--- src/rtl/instruction_fetch_if.sv ---
// Instruction-memory fetch bus: the fetch stage issues Imem_Req/Imem_Addr and
// the memory answers with Imem_Ack/Imem_Data in the cycle the word is valid.
interface instruction_fetch_if;
    logic        Imem_Req;
    logic [31:0] Imem_Addr;
    logic        Imem_Ack;
    logic [31:0] Imem_Data;

    modport master (output Imem_Req, output Imem_Addr, input Imem_Ack, input Imem_Data);
    modport slave  (input Imem_Req, input Imem_Addr, output Imem_Ack, output Imem_Data);
endinterface

--- src/rtl/instruction_fetch.sv ---
// Fetch stage for the single-cycle MIPS core: owns the PC, fetches over req/ack, holds Inst for decode.
// At least 2 cycles per instruction (FETCH then EXEC); waits in FETCH for Ack and holds in EXEC while Stall.
module instruction_fetch #(
    parameter logic [31:0] RESET_PC = 32'h0000_0000,
    parameter int          CNT_W    = 32
) (
    input  logic                 Clk,
    input  logic                 Rst,
    instruction_fetch_if.master  imem,
    input  logic                 Stall_i,
    input  logic                 Branch_i,
    input  logic                 Branch_Not_Equal_i,
    input  logic                 Jump_i,
    input  logic                 Zero_i,
    output logic [31:0]          Inst_o,
    output logic                 Inst_Valid_o,
    output logic [31:0]          PC_o,
    output logic [31:0]          PC_Plus4_o,
    output logic [CNT_W-1:0]     Retired_Count_o
);

    typedef enum logic [1:0] {IDLE, FETCH, EXEC} state_t;

    state_t             state_q, state_d;
    logic [31:0]        pc_q, pc_d;
    logic [31:0]        inst_q, inst_d;
    logic [CNT_W-1:0]   cnt_q, cnt_d;
    logic [31:0]        pc_plus4;
    logic [31:0]        branch_off;
    logic [31:0]        next_pc;
    logic               take_branch;
    logic               req;
    logic               valid;

    assign pc_plus4    = pc_q + 32'd4;
    assign branch_off  = {{14{inst_q[15]}}, inst_q[15:0], 2'b00};
    assign take_branch = (Branch_i & Zero_i) | (Branch_Not_Equal_i & ~Zero_i);

    // Jump outranks any branch flag that CONTROL may also raise.
    always_comb begin
        next_pc = pc_plus4;
        if (Jump_i) begin
            next_pc = {pc_plus4[31:28], inst_q[25:0], 2'b00};
        end else if (take_branch) begin
            next_pc = pc_plus4 + branch_off;
        end
    end

    always_comb begin
        state_d = state_q;
        pc_d    = pc_q;
        inst_d  = inst_q;
        cnt_d   = cnt_q;
        req     = 1'b0;
        valid   = 1'b0;
        case (state_q)
            IDLE: begin
                state_d = FETCH;
            end
            FETCH: begin
                req = 1'b1;
                if (imem.Imem_Ack) begin
                    inst_d  = imem.Imem_Data;
                    state_d = EXEC;
                end
            end
            EXEC: begin
                valid = 1'b1;
                if (!Stall_i) begin
                    pc_d    = next_pc;
                    cnt_d   = cnt_q + CNT_W'(1);
                    state_d = FETCH;
                end
            end
            default: begin
                state_d = IDLE;
            end
        endcase
    end

    always_ff @(posedge Clk or posedge Rst) begin
        if (Rst) begin
            state_q <= IDLE;
            pc_q    <= RESET_PC;
            inst_q  <= 32'h0;
            cnt_q   <= '0;
        end else begin
            state_q <= state_d;
            pc_q    <= pc_d;
            inst_q  <= inst_d;
            cnt_q   <= cnt_d;
        end
    end

    // Req and Valid decode straight from the state register so reset removes them at once.
    assign imem.Imem_Req  = req;
    assign imem.Imem_Addr = pc_q;
    assign Inst_o          = inst_q;
    assign Inst_Valid_o    = valid;
    assign PC_o            = pc_q;
    assign PC_Plus4_o      = pc_plus4;
    assign Retired_Count_o = cnt_q;

endmodule

--- src/flat_wrapper.sv ---
// flat-port wrapper written by rule: the top's interface ports become plain ports
module instruction_fetch_flat 
#(
    parameter logic [31:0] RESET_PC = 32'h0000_0000,
    parameter int          CNT_W    = 32
)
  (Clk, Rst, Stall_i, Branch_i, Branch_Not_Equal_i, Jump_i, Zero_i, Inst_o, Inst_Valid_o, PC_o, PC_Plus4_o, Retired_Count_o, imem_Imem_Req, imem_Imem_Addr, imem_Imem_Ack, imem_Imem_Data);
  instruction_fetch_if imem_i ();
  input  logic Clk;
  input  logic Rst;
  input  logic Stall_i;
  input  logic Branch_i;
  input  logic Branch_Not_Equal_i;
  input  logic Jump_i;
  input  logic Zero_i;
  output logic [31:0] Inst_o;
  output logic Inst_Valid_o;
  output logic [31:0] PC_o;
  output logic [31:0] PC_Plus4_o;
  output logic [CNT_W-1:0] Retired_Count_o;
  output wire logic [$bits(imem_i.Imem_Req)-1:0] imem_Imem_Req;
  output wire logic [$bits(imem_i.Imem_Addr)-1:0] imem_Imem_Addr;
  input wire logic [$bits(imem_i.Imem_Ack)-1:0] imem_Imem_Ack;
  input wire logic [$bits(imem_i.Imem_Data)-1:0] imem_Imem_Data;
  assign imem_Imem_Req = imem_i.Imem_Req;
  assign imem_Imem_Addr = imem_i.Imem_Addr;
  assign imem_i.Imem_Ack = imem_Imem_Ack;
  assign imem_i.Imem_Data = imem_Imem_Data;
  instruction_fetch #(.RESET_PC(RESET_PC), .CNT_W(CNT_W)) u_core (.Clk(Clk), .Rst(Rst), .imem(imem_i), .Stall_i(Stall_i), .Branch_i(Branch_i), .Branch_Not_Equal_i(Branch_Not_Equal_i), .Jump_i(Jump_i), .Zero_i(Zero_i), .Inst_o(Inst_o), .Inst_Valid_o(Inst_Valid_o), .PC_o(PC_o), .PC_Plus4_o(PC_Plus4_o), .Retired_Count_o(Retired_Count_o));
endmodule
--- config.mk ---
export PLATFORM = sky130hd
export DESIGN_NAME = instruction_fetch_flat
export DESIGN_NICKNAME = d
export VERILOG_FILES = /design/src/rtl/instruction_fetch_if.sv /design/src/rtl/instruction_fetch.sv /design/src/flat_wrapper.sv
export SDC_FILE = /design/constraint.sdc
export NUM_CORES = 1
export LEC_CHECK = 0
export CORE_UTILIZATION = 52
export DETAILED_ROUTE_END_ITERATION = 10
export GPL_TIMING_DRIVEN = 0
export PLACE_DENSITY = 0.83
export SYNTH_ARGS = -nofsm -noshare
export SYNTH_HDL_FRONTEND = slang
export SYNTH_SLANG_ARGS = --single-unit
--- constraint.sdc ---
create_clock -name Clk -period 9.8 [get_ports Clk]
set_input_delay 1.47 -clock Clk [delete_from_list [all_inputs] [get_ports Clk]]
set_output_delay 1.47 -clock Clk [all_outputs]
set_load 0.02 [all_outputs]
# == Yosys cells after proc, flatten, opt, wreduce, memory -nomap -nowiden ==
# Cells that the tools add are included.
# totals
regBits,98
in_bits,40
out_inout_bits,162
word_cells,27
# classes
addsub,3
n_eq_ne,4
n_mux,7
bitwise_logic,5
reduce_logical,4
# ops
cell,count
32-bit two-way mux,2
"32-bit by 1-bit adder with 32-bit output, second input constant",1
"32-bit by 3-bit adder with 32-bit output, second input constant",1
32-bit adder,1
2-bit case mux with 3 select lines,1
2-bit AND reduction,3
2-bit two-way mux,2
"2-bit != test, second input constant",2
1-bit AND,2
"2-bit by 1-bit equality test with 1-bit output, second input constant",1
"2-bit equality test, second input constant",1
2-bit zero test,1
1-bit two-way mux,2
1-bit inverter,2
1-bit OR,1

# == Logic depth before layout (Yosys ltp) ==
# logic_depth
word_depth,5
mapped_depth,17
depth_no_buf,16

# == Worst setup path after synthesis ==
# OpenSTA, ideal clock, no wires.
# synth_path
path_type,flip-flop to flip-flop
from,"reg u_core.pc_q[2], in the netlist u_core.PC_o[2]"
to,"reg u_core.pc_q[31], in the netlist u_core.PC_o[31]"
setup_time_ps,92
arrival_time_ps,3831
t_required_ps,9708
setup_slack_ps,5878
stages_incl_launch_ff,17
path_buffers,0
synth_period_minus_slack_ps,3922
cell_sequence,dfrtp_1 > ha_1 > nand3_1 > nor3_2 > nand2b_1 > nor2_1 > xor2_1 > ha_1 > a21oi_1 > o21ai_1 > o31ai_1 > a31oi_2 > a221oi_2 > o21ai_2 > xor2_1 > and3_1 > o31ai_2
# synth_via
elab_chain_cells,4
# synth_rtl
element,line,source
from (decl),instruction_fetch.sv:25,"logic [31:0] pc_q, pc_d;"
from (signal assigned),instruction_fetch.sv:89,pc_q <= pc_d;
32-bit by 3-bit adder with 32-bit output,instruction_fetch.sv:35,assign pc_plus4 = pc_q + 32'd4;
named net PC_Plus4_o[20],flat_wrapper.sv:19,output logic [31:0] PC_Plus4_o;
32-bit adder,instruction_fetch.sv:45,next_pc = pc_plus4 + branch_off;
32-bit two-way mux,instruction_fetch.sv:44,end else if (take_branch) begin
32-bit two-way mux,instruction_fetch.sv:42,if (Jump_i) begin
# The timed path passes the listed nets, and every way through them passes these cells.
# A chain may end at the register's enable or synchronous reset.

# == Worst setup path after layout ==
# layout_path
from,"reg u_core.pc_q[2], in the netlist u_core.PC_o[2]"
to,out PC_Plus4_o[28]
# layout_via
elab_chain_cells,1
# layout_rtl
element,line
32-bit by 3-bit adder with 32-bit output,instruction_fetch.sv:35
to (decl),flat_wrapper.sv:19
# No other way between the ends.

==> impl_metrics.yaml <==
run:
  maxCapViolations: 0
yosys:
  ys_seq_elements: 96
  netlist_instances: 728
  synthDistinctLibCells: 65
  synthFlopType: "dfrtp_1"
  synthArstFlopShare_pct: 100
  yosysWarnings: 0
  synth.avg_cell_area_um2: 9.19
  synth_edf_count: 0
  ys_seq_area_share_pct: 35.9
  syn_area_mm2: 0.00669
layout:
  layout_commonest_cell: "clkdlybuf4s50_1"
  final_util_pct: 73.2
  syn_to_final_growth_pct: 37.4
  fillCellCount: 987
  drive_gt1_share_pct: 11.6
  n_antenna_cell: 0
  nNetsFinal: 1018
  layout_common_cells: "clkdlybuf4s50_1, nand2_1, dfrtp_1, xnor2_1, nor2_1"
power_and_ir_drop:
  leakagePower_nw: 3.99
  p_int_w: 0.00183
  swShare_pct: 47.8
  power.density_mw_per_mm2: 380
  p_comb_share_pct: 68.6
  power_frac_seq_pct: 21.3
  clkPwrFrac_pct: 10.1
  p_switching_w: 0.00167
  ir_drop_mv: 0.247
setup_path:
  cp_top_family: "simple AND/OR/NAND/NOR gates"
  cp-end-kind: "output pin"
  worstSetupPathType: "flip-flop to output pin"
  cp_slowest_cell: "clkdlybuf4s50_1"
  cp_num_buf_inv: 1
  cpMostUsedCell: "nand3_1"
  worstPathCellList: "ha_1 > nand3_1 > nor3_2 > nand2b_1 > nor2_1 > and4_1 > nand3_1 > xnor2_1 > clkdlybuf4s50_1"
  startpoint_type: "flip-flop"
  critPathMaxStageDelay_ns: 0.68
  arrival_ns: 3.55
  critPathMaxFanout: 7
  worstPathRequired_ns: 8.33
cts:
  hold_buffers: 0
  tritoncts: "done"
  htreeDepth: 3
  clkLatencyLatePin_ns: 0.36
  clock-sinks: 96
  post_cts_buffers: 0
  cts_made_buffers: 9
  cts-root-buf: "clkbuf_16"
  clk_pin_slew_ns: 0.07
  ctsResizeCount: 0
  clockBufferDepth: 2
route:
  viasPerCell: 5.67
  drt-initial-drc-count: 427
  post_drt_wl_per_cell_um: 17.5
  vias: 6336
  drtAntennaViolNets: 0
  finalWirelength_um: 19500
  detail_route.first_pass.iterations: 5
  drcViolationCount: 0
timing:
  hold_viol_final: 0
  period_share_pct: 51.2
  fmax_ghz: 0.199
  finalSetupTns_ns: 0
  finalCriticalPeriod_ns: 5.02
  setup_viol: 0
  fin_worst_skew_ns: 0.0127
  rsz0062_at_grt: "no"
  layout_setup_ws_ns: 4.78
  max_slew.worst_pin.slew_ns: 1.24
  maxSlewHeadroom_pct: 14.9
  slew_violations: 0
floorplan:
  start_util_pct: 53.3
  rows: 41
  fp.dieH_um: 115
  die-area_mm2: 0.0133
  coreArea_mm2: 0.0126
  die_x_um: 115
  top_level_ports: 202
global_routing:
  overflow: 0
  grt_max_degree: 56
  antenna_found_initial: 0
  grt_pass1_vias: 6189
  grt_usage_pct: 30.2
  grt_pass1_wl_um: 30900
placed_design:
  preCtsSetupSlack_ns: 5.23
  gp_congestion: 0.898
  dp_hpwl_um: 14600
  numPortBuffers: 195
status:
  outcome: "finished, final reports clean"
min_path:
  hold_class: "flip-flop to flip-flop"
==> power groups by stage <==
stage,Sequential (W),Combinational (W),Clock [W]
after global routing,0.000766,0.00259,0.000368
after global placement,0.000741,0.00234,0
final,0.000746,0.00240,0.000352
after CTS,0.000742,0.00238,0.000355
after floorplan,0.000848,0.00142,0
after detailed placement,0.000746,0.00235,0
==> synthesized netlist by cell type, types with 8 or more instances <==
cell type	n	area share, %
ha_1	37	6.9
inv_1	12	0.67
nor2_1	47	2.6
and3_1	10	0.93
clkbuf_1	18	1.0
xor2_1	31	4.1
dfrtp_1	96	36
a211oi_1	8	0.90
mux2_2	33	5.6
nand2_1	98	5.5
a21o_1	19	2.1
a21oi_1	44	3.3
buf_4	36	4.0
nand4_1	13	1.2
xnor2_1	53	6.9
o211ai_1	10	1.1
o21ai_0	30	2.2
nand3_1	27	2.0
==> through the flow <==
| step | area (um2) | hold slack, ns | total power, W | std cells |
|---|---|---|---|---|
| 2_1_floorplan | 6710 | 0.474 | 0.00226 | 733 |
| 4_1_cts | 9200 | 0.487 | 0.00348 | 1117 |
| 5_1_grt | 9200 | 0.509 | 0.00373 | 1117 |
| 3_5_place_dp | 8910 | 0.476 | 0.00310 | 1101 |
| 6_report | 9200 | 0.481 | 0.00350 | 1117 |
| 3_3_place_gp | 8880 | 0.467 | 0.00308 | 1100 |
==> state kept, by name, indices dropped and copies added (netlist names) <==
name,flops
u_core.state_q,2
u_core.Retired_Count_o,32
u_core.Inst_o,32
u_core.PC_o,30
==> cell families (layout without fill, tap and decap cells) <==
group	count (synthesis)	in the layout	synth area share, %
simple gates	237	237	17.3
compound gates	163	163	16.3
flops	96	96	35.9
xor+xnor	84	84	11.0
buf+inv	72	284	6.08
fa+ha+maj	38	38	7.22
mux	37	37	6.15
other cells	1	6	0.0560
==> per-layer routing <==
metal  vias up  wire length, um  GRT usage, %
met4         0              409          9.96
li1       2967                -             -
met5         -                0             0
met2       265             9070          50.1
met1      3067             8620          39.0
met3        37             1390          6.85
==> path summary, 6_finish.rpt <==
path	from	slack, ns	end	depth (start not counted)
setup / recovery	u_core.PC_o[2]	4.78	PC_Plus4_o[28]	9
hold / removal	u_core.Retired_Count_o[31]	0.48	u_core.Retired_Count_o[31]	1
setup reg to reg	u_core.PC_o[2]	5.30	u_core.PC_o[31]	16
hold reg to reg	u_core.Retired_Count_o[31]	0.48	u_core.Retired_Count_o[31]	1
max in group asynchronous	Rst	7.64	u_core.PC_o[6]	3
min in group asynchronous	Rst	1.50	u_core.PC_o[14]	2
==> cell type report <==
| type | instances | area, um2 | area share (%) |
|---|---|---|---|
| Clock inverter | 6 | 51.3 | 0.558 |
| Timing Repair Buffer | 196 | 1980 | 21.5 |
| Tap cell | 172 | 215 | 2.34 |
| Sequential cell | 96 | 2400 | 26.1 |
| Buffer | 60 | 362 | 3.93 |
| Inverter | 12 | 47.5 | 0.517 |
| Clock buffer | 10 | 239 | 2.60 |
| Multi-Input combinational cell | 565 | 3900 | 42.4 |
(Power assumes the default switching activity.)
